$ cat config.mk
export PLATFORM = sky130hd
export DESIGN_NAME = segasys1_io_ctrl_flat
export DESIGN_NICKNAME = d
export VERILOG_FILES = /design/src/rtl/segasys1_io_pkg.sv /design/src/rtl/segasys1_io_ctrl_if.sv /design/src/rtl/segasys1_snd_fifo.sv /design/src/rtl/segasys1_io_ctrl.sv /design/src/flat_wrapper.sv
export SDC_FILE = /design/constraint.sdc
export NUM_CORES = 1
export LEC_CHECK = 0
export ABC_AREA = 1
export CAP_MARGIN = 20
export CORE_MARGIN = 8
export CORE_UTILIZATION = 47
export DETAILED_ROUTE_END_ITERATION = 7
export PLACE_DENSITY = 0.85
export SLEW_MARGIN = 30
export SYNTH_ARGS = -nofsm -noshare
export SYNTH_HDL_FRONTEND = slang
export SYNTH_HIERARCHICAL = 1
export SYNTH_SLANG_ARGS = --single-unit
$ cat constraint.sdc
create_clock -name CLK48M -period 2.7 [get_ports CLK48M]
set_input_delay 0.27 -clock CLK48M [delete_from_list [all_inputs] [get_ports CLK48M]]
set_output_delay 0.27 -clock CLK48M [all_outputs]
set_load 0.02 [all_outputs]
$ cat src/rtl/segasys1_io_pkg.sv
// Shared constants for the System 1 main-CPU I/O controller: port addresses,
// input-group codes, status bit positions and the read-select vector.
package segasys1_io_pkg;

  localparam logic [7:0] SND_A0 = 8'h14;
  localparam logic [7:0] SND_A1 = 8'h18;
  localparam logic [7:0] VID_A0 = 8'h15;
  localparam logic [7:0] VID_A1 = 8'h19;
  localparam logic [7:0] STS_A0 = 8'h16;
  localparam logic [7:0] STS_A1 = 8'h1A;

  localparam int STS_OVF   = 7;
  localparam int STS_EMPTY = 6;
  localparam int STS_FULL  = 5;

  // A[4:2] group codes for the input/DIP ports
  typedef enum logic [2:0] {
    GRP_INP0 = 3'b000,
    GRP_INP1 = 3'b001,
    GRP_INP2 = 3'b010,
    GRP_DSW  = 3'b011,
    GRP_DSW1 = 3'b100
  } in_grp_e;

  typedef struct packed {
    logic inp0;
    logic inp1;
    logic inp2;
    logic dsw0;
    logic dsw1;
    logic snd;
    logic vid;
    logic sts;
  } rd_sel_t;

  function automatic logic is_port(input logic [7:0] addr, input logic [7:0] p0,
                                   input logic [7:0] p1);
    return (addr == p0) || (addr == p1);
  endfunction

endpackage

$ cat src/rtl/segasys1_io_ctrl_if.sv
// Z80 I/O-space bus as seen by the I/O controller: strobes and write data in,
// combinational read data out.
interface segasys1_io_ctrl_if;
  logic       CPUCE;
  logic [7:0] CPUAD;
  logic       CPUIORQ;
  logic       CPURD;
  logic       CPUWR;
  logic [7:0] CPUDO;
  logic       DV;
  logic [7:0] OD;

  modport master (output CPUCE, CPUAD, CPUIORQ, CPURD, CPUWR, CPUDO, input DV, OD);
  modport slave  (input CPUCE, CPUAD, CPUIORQ, CPURD, CPUWR, CPUDO, output DV, OD);
endinterface

$ cat src/rtl/segasys1_snd_fifo.sv
// Sound-command mailbox FIFO: 8-bit entries, write-through head, sticky overflow
// flag, simultaneous push/pop allowed even when full.
module segasys1_snd_fifo #(
  parameter int DEPTH = 4
) (
  input  logic       CLK48M,
  input  logic       RESETn,
  input  logic       push,
  input  logic [7:0] din,
  input  logic       pop,
  input  logic       ovf_clr,
  output logic [7:0] head,
  output logic       empty,
  output logic       full,
  output logic [3:0] count4,
  output logic       ovf
);

  localparam int AW = (DEPTH > 1) ? $clog2(DEPTH) : 1;
  localparam int CW = $clog2(DEPTH) + 1;

  logic [7:0]    mem [DEPTH];
  logic [AW-1:0] wr_ptr, rd_ptr;
  logic [CW-1:0] count;
  logic          do_push, do_pop;

  assign empty   = (count == '0);
  assign full    = (count == CW'(DEPTH));
  assign do_pop  = pop & ~empty;
  assign do_push = push & (~full | do_pop);

  // NOTE: the data array has no reset; occupancy lives in count/pointers only.
  always_ff @(posedge CLK48M) begin
    if (do_push) mem[wr_ptr] <= din;
  end

  always_ff @(posedge CLK48M or negedge RESETn) begin
    if (!RESETn) begin
      wr_ptr <= '0;
      rd_ptr <= '0;
      count  <= '0;
      ovf    <= 1'b0;
    end else begin
      if (do_push) wr_ptr <= wr_ptr + AW'(1);
      if (do_pop)  rd_ptr <= rd_ptr + AW'(1);
      case ({do_push, do_pop})
        2'b10:   count <= count + CW'(1);
        2'b01:   count <= count - CW'(1);
        default: count <= count;
      endcase
      // a dropped push outranks a same-cycle clear
      if (push & full & ~do_pop) ovf <= 1'b1;
      else if (ovf_clr)          ovf <= 1'b0;
    end
  end

  assign head = empty ? 8'h00 : mem[rd_ptr];

  generate
    if (CW >= 4) begin : g_cnt_trunc
      assign count4 = count[3:0];
    end else begin : g_cnt_ext
      assign count4 = {{(4-CW){1'b0}}, count};
    end
  endgenerate

endmodule

$ cat src/rtl/segasys1_io_ctrl.sv
// System 1 main-CPU I/O controller: input/DIP read ports, video-mode latch,
// sound-command FIFO mailbox and status port on the Z80 I/O space.
module segasys1_io_ctrl
  import segasys1_io_pkg::*;
#(
  parameter int         SND_DEPTH = 4,
  parameter bit         INP_LATCH = 1'b0,
  parameter logic [7:0] VIDMD_RST = 8'h00
) (
  input  logic                CLK48M,
  input  logic                RESETn,
  segasys1_io_ctrl_if.slave   bus,
  input  logic [7:0]          INP0,
  input  logic [7:0]          INP1,
  input  logic [7:0]          INP2,
  input  logic [7:0]          DSW0,
  input  logic [7:0]          DSW1,
  input  logic                VBLK,
  output logic [7:0]          VIDMD,
  output logic                SNDRQ,
  output logic [7:0]          SNDNO,
  input  logic                SNDACK
);

  logic       wr_now, wr_q, wr_commit;
  logic       snd_push, vid_wr, ovf_clr;
  logic       vblk_q;
  logic [7:0] lat0, lat1, lat2;
  logic [7:0] inp0_v, inp1_v, inp2_v;
  logic       snd_empty, snd_full, snd_ovf;
  logic [3:0] snd_cnt;
  logic [7:0] status, rd_data;
  rd_sel_t    sel;

  assign wr_now = bus.CPUIORQ & bus.CPUWR;

  // wr_q resets high so a strobe held across reset release never commits
  always_ff @(posedge CLK48M or negedge RESETn) begin
    if (!RESETn) begin
      // NOTE: sequential state uses non-blocking assignments so every flop samples pre-edge values.
      wr_q <= 1'b1;
    end else if (bus.CPUCE) begin
      wr_q <= wr_now;
    end
  end

  assign wr_commit = bus.CPUCE & wr_now & ~wr_q;
  assign snd_push  = wr_commit & is_port(bus.CPUAD, SND_A0, SND_A1);
  assign vid_wr    = wr_commit & is_port(bus.CPUAD, VID_A0, VID_A1);
  assign ovf_clr   = wr_commit & is_port(bus.CPUAD, STS_A0, STS_A1);

  always_ff @(posedge CLK48M or negedge RESETn) begin
    if (!RESETn)     VIDMD <= VIDMD_RST;
    else if (vid_wr) VIDMD <= bus.CPUDO;
  end

  // Frame-stable input snapshot; released (active-low) inputs read as FFh until the first VBLANK
  always_ff @(posedge CLK48M or negedge RESETn) begin
    if (!RESETn) begin
      vblk_q <= 1'b0;
      lat0   <= 8'hFF;
      lat1   <= 8'hFF;
      lat2   <= 8'hFF;
    end else begin
      vblk_q <= VBLK;
      if (VBLK & ~vblk_q) begin
        lat0 <= INP0;
        lat1 <= INP1;
        lat2 <= INP2;
      end
    end
  end

  assign inp0_v = INP_LATCH ? lat0 : INP0;
  assign inp1_v = INP_LATCH ? lat1 : INP1;
  assign inp2_v = INP_LATCH ? lat2 : INP2;

  segasys1_snd_fifo #(.DEPTH(SND_DEPTH)) u_snd_fifo (
    .CLK48M  (CLK48M),
    .RESETn  (RESETn),
    .push    (snd_push),
    .din     (bus.CPUDO),
    .pop     (SNDACK),
    .ovf_clr (ovf_clr),
    .head    (SNDNO),
    .empty   (snd_empty),
    .full    (snd_full),
    .count4  (snd_cnt),
    .ovf     (snd_ovf)
  );

  assign SNDRQ = ~snd_empty;

  always_comb begin
    status            = {4'b0000, snd_cnt};
    status[STS_OVF]   = snd_ovf;
    status[STS_EMPTY] = snd_empty;
    status[STS_FULL]  = snd_full;
  end

  // Input groups use A[4:2] only; the special ports occupy groups 101/110, so selects stay one-hot
  always_comb begin
    // NOTE: every always_comb output gets a default first so no path can infer a latch.
    sel = '0;
    if (bus.CPUIORQ & bus.CPURD) begin
      sel.inp0 = (bus.CPUAD[4:2] == GRP_INP0);
      sel.inp1 = (bus.CPUAD[4:2] == GRP_INP1);
      sel.inp2 = (bus.CPUAD[4:2] == GRP_INP2);
      sel.dsw0 = (bus.CPUAD[4:2] == GRP_DSW) & ~bus.CPUAD[0];
      sel.dsw1 = ((bus.CPUAD[4:2] == GRP_DSW) & bus.CPUAD[0]) | (bus.CPUAD[4:2] == GRP_DSW1);
      sel.snd  = is_port(bus.CPUAD, SND_A0, SND_A1);
      sel.vid  = is_port(bus.CPUAD, VID_A0, VID_A1);
      sel.sts  = is_port(bus.CPUAD, STS_A0, STS_A1);
    end
  end

  always_comb begin
    rd_data = ({8{sel.inp0}} & inp0_v) | ({8{sel.inp1}} & inp1_v) |
              ({8{sel.inp2}} & inp2_v) | ({8{sel.dsw0}} & DSW0)   |
              ({8{sel.dsw1}} & DSW1)   | ({8{sel.snd}}  & SNDNO)  |
              ({8{sel.vid}}  & VIDMD)  | ({8{sel.sts}}  & status);
  end

  assign bus.DV = |sel;
  assign bus.OD = bus.DV ? rd_data : 8'hFF;

endmodule

$ cat src/flat_wrapper.sv
// flat-port wrapper written by rule: the top's interface ports become plain ports
module segasys1_io_ctrl_flat import segasys1_io_pkg::*;
#(
  parameter int         SND_DEPTH = 4,
  parameter bit         INP_LATCH = 1'b0,
  parameter logic [7:0] VIDMD_RST = 8'h00
)
  (CLK48M, RESETn, INP0, INP1, INP2, DSW0, DSW1, VBLK, VIDMD, SNDRQ, SNDNO, SNDACK, bus_CPUCE, bus_CPUAD, bus_CPUIORQ, bus_CPURD, bus_CPUWR, bus_CPUDO, bus_DV, bus_OD);
  segasys1_io_ctrl_if bus_i ();
  input  logic CLK48M;
  input  logic RESETn;
  input  logic [7:0] INP0;
  input  logic [7:0] INP1;
  input  logic [7:0] INP2;
  input  logic [7:0] DSW0;
  input  logic [7:0] DSW1;
  input  logic VBLK;
  output logic [7:0] VIDMD;
  output logic SNDRQ;
  output logic [7:0] SNDNO;
  input  logic SNDACK;
  input wire logic [$bits(bus_i.CPUCE)-1:0] bus_CPUCE;
  input wire logic [$bits(bus_i.CPUAD)-1:0] bus_CPUAD;
  input wire logic [$bits(bus_i.CPUIORQ)-1:0] bus_CPUIORQ;
  input wire logic [$bits(bus_i.CPURD)-1:0] bus_CPURD;
  input wire logic [$bits(bus_i.CPUWR)-1:0] bus_CPUWR;
  input wire logic [$bits(bus_i.CPUDO)-1:0] bus_CPUDO;
  output wire logic [$bits(bus_i.DV)-1:0] bus_DV;
  output wire logic [$bits(bus_i.OD)-1:0] bus_OD;
  assign bus_i.CPUCE = bus_CPUCE;
  assign bus_i.CPUAD = bus_CPUAD;
  assign bus_i.CPUIORQ = bus_CPUIORQ;
  assign bus_i.CPURD = bus_CPURD;
  assign bus_i.CPUWR = bus_CPUWR;
  assign bus_i.CPUDO = bus_CPUDO;
  assign bus_DV = bus_i.DV;
  assign bus_OD = bus_i.OD;
  segasys1_io_ctrl #(.SND_DEPTH(SND_DEPTH), .INP_LATCH(INP_LATCH), .VIDMD_RST(VIDMD_RST)) u_core (.CLK48M(CLK48M), .RESETn(RESETn), .bus(bus_i), .INP0(INP0), .INP1(INP1), .INP2(INP2), .DSW0(DSW0), .DSW1(DSW1), .VBLK(VBLK), .VIDMD(VIDMD), .SNDRQ(SNDRQ), .SNDNO(SNDNO), .SNDACK(SNDACK));
endmodule
=== After elaboration in Yosys (flattened, before gate mapping) ===
Memory sizes are Yosys's and may differ from the RTL's.
Index checks and enable logic that the tools add are counted.

* Flip-flop bits (word level): 17
* Bits in writable memories: 32
* Input bits: 64
* Output and inout port bits: 26
* Word-level logic and storage cells: 75
* Memories: 1

{| class="wikitable"
|+ Memory list
! memory !! words !! width !! rd ports !! clocked after Yosys merged registers in !! write ports !! RTL line !! text
|-
| u_core.u_snd_fifo.mem || 4 || 8 || 1 || 0 || 1 || segasys1_snd_fifo.sv:22 || <nowiki>logic [7:0] mem [DEPTH];</nowiki>
|}

* Add/subtract/negate cells: 4
* Equality and inequality tests: 13
* Muxes and demuxes: 8
* Bitwise gates (word level): 35
* Reduce and logical (&&, ||, !) cells: 8

{| class="wikitable"
|+ Operators with widths
! kind !! count
|-
| bitwise AND 8 bit || 8
|-
| bitwise OR 8 bit || 7
|-
| == test 8 x 5 -> 1 bit (second input constant) || 6
|-
| 2-to-1 mux 8 bit || 3
|-
| bitwise AND 1 bit || 13
|-
| OR reduction 8 bit || 1
|-
| == test 3 x 2 -> 1 bit (second input constant) || 2
|-
| == test 3 bit (second input constant) || 2
|-
| logical NOT 3 bit || 2
|-
| one-hot mux 3 bit (2 select lines) || 1
|-
| NOT 1 bit || 5
|-
| adder 2 x 1 -> 2 bit (second input constant) || 2
|-
| 2-to-1 mux 1 bit || 4
|-
| nonzero test 2 bit || 2
|-
| adder 3 x 1 -> 3 bit (second input constant) || 1
|-
| == test 3 x 1 -> 1 bit (second input constant) || 1
|-
| logical OR 1 bit || 3
|-
| subtractor 3 x 1 -> 3 bit (second input constant) || 1
|-
| == test 2 x 1 -> 1 bit (second input constant) || 1
|-
| == test 2 bit (second input constant) || 1
|-
| bitwise OR 1 bit || 2
|}

=== Logic depth before layout (Yosys ltp) ===
Gate-level depths: netlist of the first run.

* Depth in word-level cells: 13
* Mapped depth: 12
* Gate-level depth less buffers: 12

=== Cells and area by module ===
Netlist of the first run, hierarchy kept.

{| class="wikitable"
|+ By module, submodules not included
! module !! times used !! cells each !! area each (um^2) !! seq. area each (um^2)
|-
| segasys1_snd_fifo || 1 || 155 || 1773.0 || 1161.1
|-
| segasys1_io_ctrl || 1 || 231 || 1197.4 || 226.5
|}

=== Worst setup path after synthesis of the first run ===
OpenSTA, ideal clock, no wires.

* Kind: flip-flop to flip-flop
* Start: register u_core.wr_q
* End: memory u_core.u_snd_fifo.mem[0][0], enable pin
* Setup time: 0.371 ns
* Data arrival time: 1.830 ns
* Data required time: 2.329 ns
* Path slack: 0.500 ns
* Cell stages (with the launch flop): 6
* Path buffers: 0
* Clock period less this slack: 2.200 ns
* Cells stage by stage: dfstp_2 > nor2_1 > inv_1 > nor3_1 > o21ai_4 > nor2_1

* Longest elaborated chain between the ends: 6

{| class="wikitable"
|+ Ends and longest elaborated chain
! item !! RTL line !! text
|-
| from (decl) || segasys1_io_ctrl.sv:25 || <nowiki>logic wr_now, wr_q, wr_commit;</nowiki>
|-
| from (signal assigned) || segasys1_io_ctrl.sv:43 || <nowiki>wr_q <= wr_now;</nowiki>
|-
| NOT 1 bit || segasys1_io_ctrl.sv:47 || <nowiki>assign wr_commit = bus.CPUCE & wr_now & ~wr_q;</nowiki>
|-
| bitwise AND 1 bit || segasys1_io_ctrl.sv:47 ||
|-
| bitwise AND 1 bit || segasys1_io_ctrl.sv:48 || <nowiki>assign snd_push = wr_commit & is_port(bus.CPUAD, SND_A0, SND_A1);</nowiki>
|-
| named net u_core.snd_push || segasys1_io_ctrl.sv:26 || <nowiki>logic snd_push, vid_wr, ovf_clr;</nowiki>
|-
| bitwise AND 1 bit || segasys1_snd_fifo.sv:30 || <nowiki>assign do_push = push & (~full | do_pop);</nowiki>
|-
| 2-to-1 mux 1 bit || segasys1_snd_fifo.sv:34 || <nowiki>if (do_push) mem[wr_ptr] <= din;</nowiki>
|-
| 2-to-1 mux 1 bit (implied by the code) || segasys1_snd_fifo.sv:34 ||
|-
| to (decl) || segasys1_snd_fifo.sv:22 ||
|}

The timed path passes the listed nets, and every way through them passes these cells.

=== Worst setup path in the final report of the first run ===
* Start: input port bus_CPUIORQ
* End: output port bus_OD[1]

* Longest elaborated chain between the ends: 11
* Elaborated cells on any way between the ends: 19
* Those cells by class: mux: 2; bitwise: 16; reduce/logical: 1

{| class="wikitable"
|+ Ends and longest elaborated chain
! item !! RTL line !! text
|-
| from (decl) || flat_wrapper.sv:24 || <nowiki>input wire logic [$bits(bus_i.CPUIORQ)-1:0] bus_CPUIORQ;</nowiki>
|-
| bitwise AND 1 bit (*) || segasys1_io_ctrl.sv:105 || <nowiki>if (bus.CPUIORQ & bus.CPURD) begin</nowiki>
|-
| 2-to-1 mux 8 bit (*) || segasys1_io_ctrl.sv:105 ||
|-
| bitwise AND 8 bit || segasys1_io_ctrl.sv:118 || <nowiki>rd_data = ({8{sel.inp0}} & inp0_v) | ({8{sel.inp1}} & inp1_v) |</nowiki>
|-
| bitwise OR 8 bit (2 in a row) || segasys1_io_ctrl.sv:118 ||
|-
| bitwise OR 8 bit (2 in a row) || segasys1_io_ctrl.sv:119 || <nowiki>({8{sel.inp2}} & inp2_v) | ({8{sel.dsw0}} & DSW0) |</nowiki>
|-
| bitwise OR 8 bit (2 in a row) || segasys1_io_ctrl.sv:120 || <nowiki>({8{sel.dsw1}} & DSW1) | ({8{sel.snd}} & SNDNO) |</nowiki>
|-
| bitwise OR 8 bit || segasys1_io_ctrl.sv:121 || <nowiki>({8{sel.vid}} & VIDMD) | ({8{sel.sts}} & status);</nowiki>
|-
| 2-to-1 mux 8 bit (*) || segasys1_io_ctrl.sv:125 || <nowiki>assign bus.OD = bus.DV ? rd_data : 8'hFF;</nowiki>
|-
| to (decl) || flat_wrapper.sv:29 || <nowiki>output wire logic [$bits(bus_i.OD)-1:0] bus_OD;</nowiki>
|}

Every way passes the cells marked *; elsewhere a longest branch is shown, timed or not.

==> out/metrics.yaml, run 1 <==
cts_hold_buf: 0
synth_top_area_cell: "edfxtp_1"
finClkSkew_ns: 0.005421
ir_drop_mv: 0.5055
synthTopCellsByArea: "edfxtp_1 (32%), dfrtp_1 (13%), nand2_1 (10%)"
final_cell_mix: "clkdlybuf4s50_1 (82), nand2_1 (81), nor2_1 (80), nand3_1 (59), inv_1 (42)"
holdWs_ns: 0.4333
synth_cells: 386
drt-initial-drc-count: 216
postRouteAntennaNets: 0
instances_no_fill: 565
cts_tree: "built"
seq_area_frac_synth_pct: 46.71
regArea_mm2: 0.001391
endpoint: "bus_OD[1]"
ff2ff_path_depth: 8
ys_seq_elements: 49
syn_nets: 455
final_common_cell: "clkdlybuf4s50_1"
top_level_ports: 90
cp.arrival_ns: 2.33
slowest_stage: "clkdlybuf4s50_1"
post-route-min-period_ns: 2.604
synth_edf_count: 32
vias: 2882
io_buffer_count: 88
synthFlopType: "edfxtp_1"
p_sw_mw: 0.9997
postLayoutCellArea_mm2: 0.004140
yosysUniqueCellTypes: 30
p_seq_share_pct: 36.5
combPwrFrac_pct: 46.4
crit_path_max_incr_delay_ns: 0.60
fp-row-count: 29
dpl_cell_area_mm2: 0.004001
wl_per_cell_um: 15.24
die_w_um: 95.50
slew_headroom_pct: 46.33
drt_wl_total_um: 8608
async_flop_share_pct: 34.69
clockRootBuffer: "clkbuf_8"
die_height_um: 95.50
clk_latency_ns: 0.30
rrSetupSlack_ns: 0.87
switching_share_pct: 38.98
startpoint_type: "primary input"
diodes: 0
area_delta_synth_final_pct: 39.38
worstPathRequired_ns: 2.43
cp.depth: 11
grt_max_degree: 33
gr-total-overflow: 0
r2r-end: "u_core/u_snd_fifo/count[1]"
drc: 0
gp_congestion: 0.9083
criticalPathCategory: "primary input to output pin"
endpoint_kind: "output pin"
crit_top_cell: "nand2_1"
fill_cells: 509
clock-sinks: 49
synth_area_mm2: 0.002970
dp_cells: 556
first_global_vias: 2845
dp_hpwl_um: 6787
clockBufferDepth: 2
path_max_fanout: 32
status: "complete, no violations"
viasPerCell: 5.101
max_freq_mhz: 384.0
multi_input_area_mm2: 0.001364
clk_pin_slew_ns: 0.09
syn_avg_cell_area_um2: 7.695
dieArea_mm2: 0.009119
tightest_slew_ns: 0.8026
critPathBufInv: 3
critPathTopFamily: "buffers and inverters"
startpoint: "bus_CPUIORQ"
hold_viol: 0
cts_buffers: 5
maxCapViolations: 0
hold_class: "primary input to asynchronous set/reset pin"
htreeDepth: 2
intPower_mw: 1.565
power_density_mw_per_mm2: 619.5
grt_pass1_wl_um: 13540
pwr-share-clk_pct: 17.1
r2r-start: "u_core/wr_q"
cp_cell_sequence: "clkdlybuf4s50_1 > nand2_1 > nor2_1 > buf_12 > nand3_1 > nand2_1 > nor2_1 > nand2_1 > nor2_1 > nand2_1 > clkdlybuf4s50_1"
dr.pass1.iters: 4
period_share_pct: 96.45
grt_usage_pct: 18.74
finalSetupViolCount: 0
ys_warn_count: 6
drv_slew: 0
final_util_pct: 66.34
antenna_found_initial: 0
layout-drive-gt1-share_pct: 9.631
power_leakage_nw: 1.875
fin_total_pwr_mw: 2.565
start_util_pct: 47.59
nets: 556
core_area_mm2: 0.006241
synth_top_area_share_pct: 32.35
==> how the worst min path moves through the flow <==
stage | from | to
finish | RESETn | u_core/u_snd_fifo/wr_ptr[1]
floorplan | RESETn | u_core/VIDMD[0]
CTS | RESETn | u_core/u_snd_fifo/wr_ptr[1]
detailed placement | u_core/wr_q | u_core/wr_q
global route | RESETn | u_core/u_snd_fifo/wr_ptr[1]
global placement | u_core/wr_q | u_core/wr_q
==> per-stage QoR <==
step	TNS, ns	setup WS [ns]
floorplan	0	0.4998
global placement	0	0.1106
detailed placement	0	0.03112
CTS	0	0.02227
global route	-0.0002114	-0.0002114
finish	0	0.09597
==> logic make-up after synthesis <==
logic type / count (synthesis) / synth area share (%)
AND/OR/NAND/NOR: 243 / 36.48
XOR/XNOR: 2 / 0.5898
buffers and inverters: 54 / 7.961
adder cells (fa/ha/maj): 5 / 2.359
AO/OA/AOI/OAI: 32 / 5.771
other: 1 / 0.1262
flip-flops: 49 / 46.71
==> power groups by stage <==
stage / Clock (mW) / Combinational (mW) / Sequential (mW)
floorplan: 0 / 0.742 / 0.899
global placement: 0 / 1.15 / 0.937
detailed placement: 0 / 1.18 / 0.941
CTS: 0.446 / 1.18 / 0.929
global route: 0.473 / 1.30 / 0.947
finish: 0.438 / 1.19 / 0.937
==> registers in the layout, indices dropped and copies added (netlist names) <==
| name | flops |
|---|---|
| u_core/u_snd_fifo/rd_ptr | 2 |
| u_core/u_snd_fifo/wr_ptr | 2 |
| u_core/u_snd_fifo/ovf | 1 |
| u_core/VIDMD | 8 |
| u_core/u_snd_fifo/mem | 32 |
| u_core/u_snd_fifo/count | 3 |
| u_core/wr_q | 1 |
==> metal layers <==
layer	vias to the layer above	GRT usage, %	share of wire (%)
li1	1448	-	-
met1	1324	22.33	40
met2	101	33.14	52
met3	9	4.488	7.0
met4	0	4.609	0.94
met5	-	0	0
==> worst register-to-register path, cell delays in order, from the launching register on <==
cell and delay (ns):
dfstp_2 0.38, nor2_1 0.18, inv_1 0.08, nor3_1 0.28, nand3b_2 0.23, fa_1 0.44
inv_1 0.07, nand2_1 0.05, o21ai_1 0.06
==> cell type report <==
type,instances,share of cell area [%]
Tap cell,77,2.327
Clock buffer,8,2.176
Multi-Input combinational cell,283,32.94
Timing Repair Buffer,104,24.84
Sequential cell,49,33.61
Inverter,44,4.110
==> cells in the mapped netlist, types with 3 or more instances <==
master / instances
nand3_1: 59
ha_1: 4
edfxtp_1: 32
buf_2: 3
o21ai_1: 9
buf_4: 4
o21ai_0: 11
nor2_2: 3
nor2_1: 80
nand2_2: 7
inv_1: 42
a21oi_1: 11
dfrtp_1: 16
nand2_1: 81
nor2_4: 3
==> timing repair <==
| action | in CTS | in global routing |
|---|---|---|
| endpoints found under the setup margin | 8 | 8 |
| gates resized for setup | 2 | 12 |
| setup buffers | 0 | 1 |
| pin swaps | 0 | 2 |
Note: power is estimated with default switching activity, not from simulation.
==> inputs of run 2 (changes only) <==
--- a/config.mk
+++ b/config.mk
@@ -6,6 +6,7 @@
 export NUM_CORES = 1
 export LEC_CHECK = 0
 export ABC_AREA = 1
+export ABC_CLOCK_PERIOD_IN_PS = 2700
 export CAP_MARGIN = 20
 export CORE_MARGIN = 8
 export CORE_UTILIZATION = 47
==> results of run 2 <==
No change in the layout: final DEF, timing and power equal those of run 1.
==> inputs of run 3 (changes only) <==
--- a/config.mk
+++ b/config.mk
@@ -11,7 +11,7 @@
 export CORE_MARGIN = 8
 export CORE_UTILIZATION = 47
 export DETAILED_ROUTE_END_ITERATION = 7
-export PLACE_DENSITY = 0.85
+export PLACE_DENSITY = 0.87
 export SLEW_MARGIN = 30
 export SYNTH_ARGS = -nofsm -noshare
 export SYNTH_HDL_FRONTEND = slang
==> out/metrics.yaml, run 3 (synthesis results as in run 1) <==
clock-sinks: 49  # unchanged
startpoint_type: "primary input"
drt_wl_total_um: 8659  # +0.59%
vias: 2927  # +1.6%
grt_usage_pct: 18.69  # -0.047 points
postLayoutCellArea_mm2: 0.004150  # +0.24%
viasPerCell: 5.199  # +1.9%
diodes: 0  # unchanged
post-route-min-period_ns: 2.547  # -0.05704 ns
finalSetupViolCount: 0  # unchanged
place_worst_setup_slack_ns: -0.007272  # -0.03839 ns
cp.arrival_ns: 2.28  # -0.05 ns
status: "complete, no violations"
slew_headroom_pct: 45.50  # -0.83 points
intPower_mw: 1.636  # +4.5%
antenna_found_initial: 0  # unchanged
tightest_slew_ns: 0.8150  # +0.01239 ns
dp_hpwl_um: 6686  # -1.5%
p_sw_mw: 1.044  # +4.5%
grt_max_degree: 33  # unchanged
fin_total_pwr_mw: 2.680  # +4.5%
drc: 0  # unchanged
gr-total-overflow: 0  # unchanged
dp_cells: 555  # -0.18%
fp-row-count: 29  # unchanged
maxCapViolations: 0  # unchanged
finClkSkew_ns: 0.01176  # +0.006338 ns
setup_tns_ns: 0  # unchanged
fill_cells: 515  # +1.2%
multi_input_area_mm2: 0.001355  # -0.64%
final_util_pct: 66.50  # +0.16 points
hold_viol: 0  # unchanged
drv_slew: 0  # unchanged
dr.pass1.iters: 4  # unchanged
core_area_mm2: 0.006241  # unchanged
worstPathRequired_ns: 2.43  # about the same
largest_reg_flops: 32  # unchanged
layout-drive-gt1-share_pct: 9.671  # +0.040 points
dpl_cell_area_mm2: 0.003994  # -0.19%
largestRegisters: "u_core/u_snd_fifo/mem x32, u_core/VIDMD x8, u_core/u_snd_fifo/count x3"
switching_share_pct: 38.97  # about the same
die_w_um: 95.50  # unchanged
start_util_pct: 47.59  # unchanged
gp_congestion: 0.9001  # -0.90%
criticalPathCategory: "primary input to output pin"
die_height_um: 95.50  # unchanged
endpoint_kind: "output pin"
max_flop_register: "u_core/u_snd_fifo/mem"
postRouteAntennaNets: 0  # unchanged
ir_drop_mv: 0.4576  # -9.5%
pwr-share-clk_pct: 20.5  # +3.4 points
area_delta_synth_final_pct: 39.72
setup_slack_ns: 0.1530  # +0.05704 ns
final_common_cell: "nand2_1"
instances_no_fill: 563  # -0.35%
max_freq_mhz: 392.6  # +2.2%
clk_pin_slew_ns: 0.09  # about the same
nets: 554  # -0.36%
path_max_fanout: 6  # -81%
combPwrFrac_pct: 44.4  # -2.0 points
wl_per_cell_um: 15.38  # +0.95%
clockBufferDepth: 2  # unchanged
hold_class: "primary input to asynchronous set/reset pin"
dieArea_mm2: 0.009119  # unchanged
final_cell_mix: "nand2_1 (81), clkdlybuf4s50_1 (80), nor2_1 (80), nand3_1 (59), inv_1 (41)"
top_level_ports: 90  # unchanged
cts_hold_buf: 0  # unchanged
drt-initial-drc-count: 304  # +41%
p_seq_share_pct: 35.1  # -1.4 points
clk_latency_ns: 0.32  # +0.02 ns
clockRootBuffer: "clkbuf_8"
power_density_mw_per_mm2: 645.8  # +4.2%
holdWs_ns: 0.4190  # -0.01421 ns
period_share_pct: 94.33  # -2.1 points
cts_tree: "built"
rsz0062_at_grt: "false"
regArea_mm2: 0.001391  # unchanged
grt_pass1_wl_um: 13340  # -1.5%
power_leakage_nw: 1.882  # +0.37%
cts_buffers: 5  # unchanged
io_buffer_count: 88  # unchanged
htreeDepth: 2  # unchanged
first_global_vias: 2891  # +1.6%
run 3: final cells by class:
type	instances	area share [%]
Clock buffer	5	1.658
Clock inverter	3	1.206
Inverter	44	4.100
Multi-Input combinational cell	283	32.65
Sequential cell	49	33.52
Tap cell	77	2.321
Timing Repair Buffer	102	24.54
run 3: final timing paths:
kind	startpoint	end	slack, ns	cells past startpoint
max in group asynchronous	RESETn	u_core/u_snd_fifo/rd_ptr[0]	1.69	1
worst max-delay path	bus_CPUAD[3]	bus_DV	0.15	8
worst min register to register	u_core/wr_q	u_core/wr_q	0.48	2
worst max register to register	u_core/wr_q	u_core/u_snd_fifo/mem[1][5]	0.87	7
min in group CLK48M	u_core/wr_q	u_core/wr_q	0.48	2
worst min-delay path	RESETn	u_core/u_snd_fifo/count[2]	0.42	1
run 3: repair_timing:
item,CTS,global route
gates resized for setup,3,12
endpoints found under the setup margin,8,8
buffers inserted,0,0
run 3: power by group through the flow:
stage | Clock (mW) | Combinational [mW] | Sequential [mW]
2_1_floorplan | 0 | 0.742 | 0.899
3_3_place_gp | 0 | 1.14 | 0.937
3_5_place_dp | 0 | 1.18 | 0.942
4_1_cts | 0.557 | 1.18 | 0.931
5_1_grt | 0.585 | 1.30 | 0.946
6_report | 0.549 | 1.19 | 0.940
run 3: critical path, stage by stage:
cell,delay (ns)
clkdlybuf4s50_1,0.56
nand2_1,0.16
nand2_2,0.14
nand4_2,0.21
nand2_1,0.21
inv_1,0.06
nand2_1,0.07
clkdlybuf4s50_1,0.61
run 3: per-layer routing:
metal  part of all wire, %  wire length (µm)  vias up  global-route usage (%)
met5                     0                 0        -                       0
met4                   1.5               128        0                   6.402
met3                   7.7               671       13                   4.173
met2                    52              4508      113                   32.62
met1                    39              3350     1355                   22.13
li1                      -                 -     1446                       -
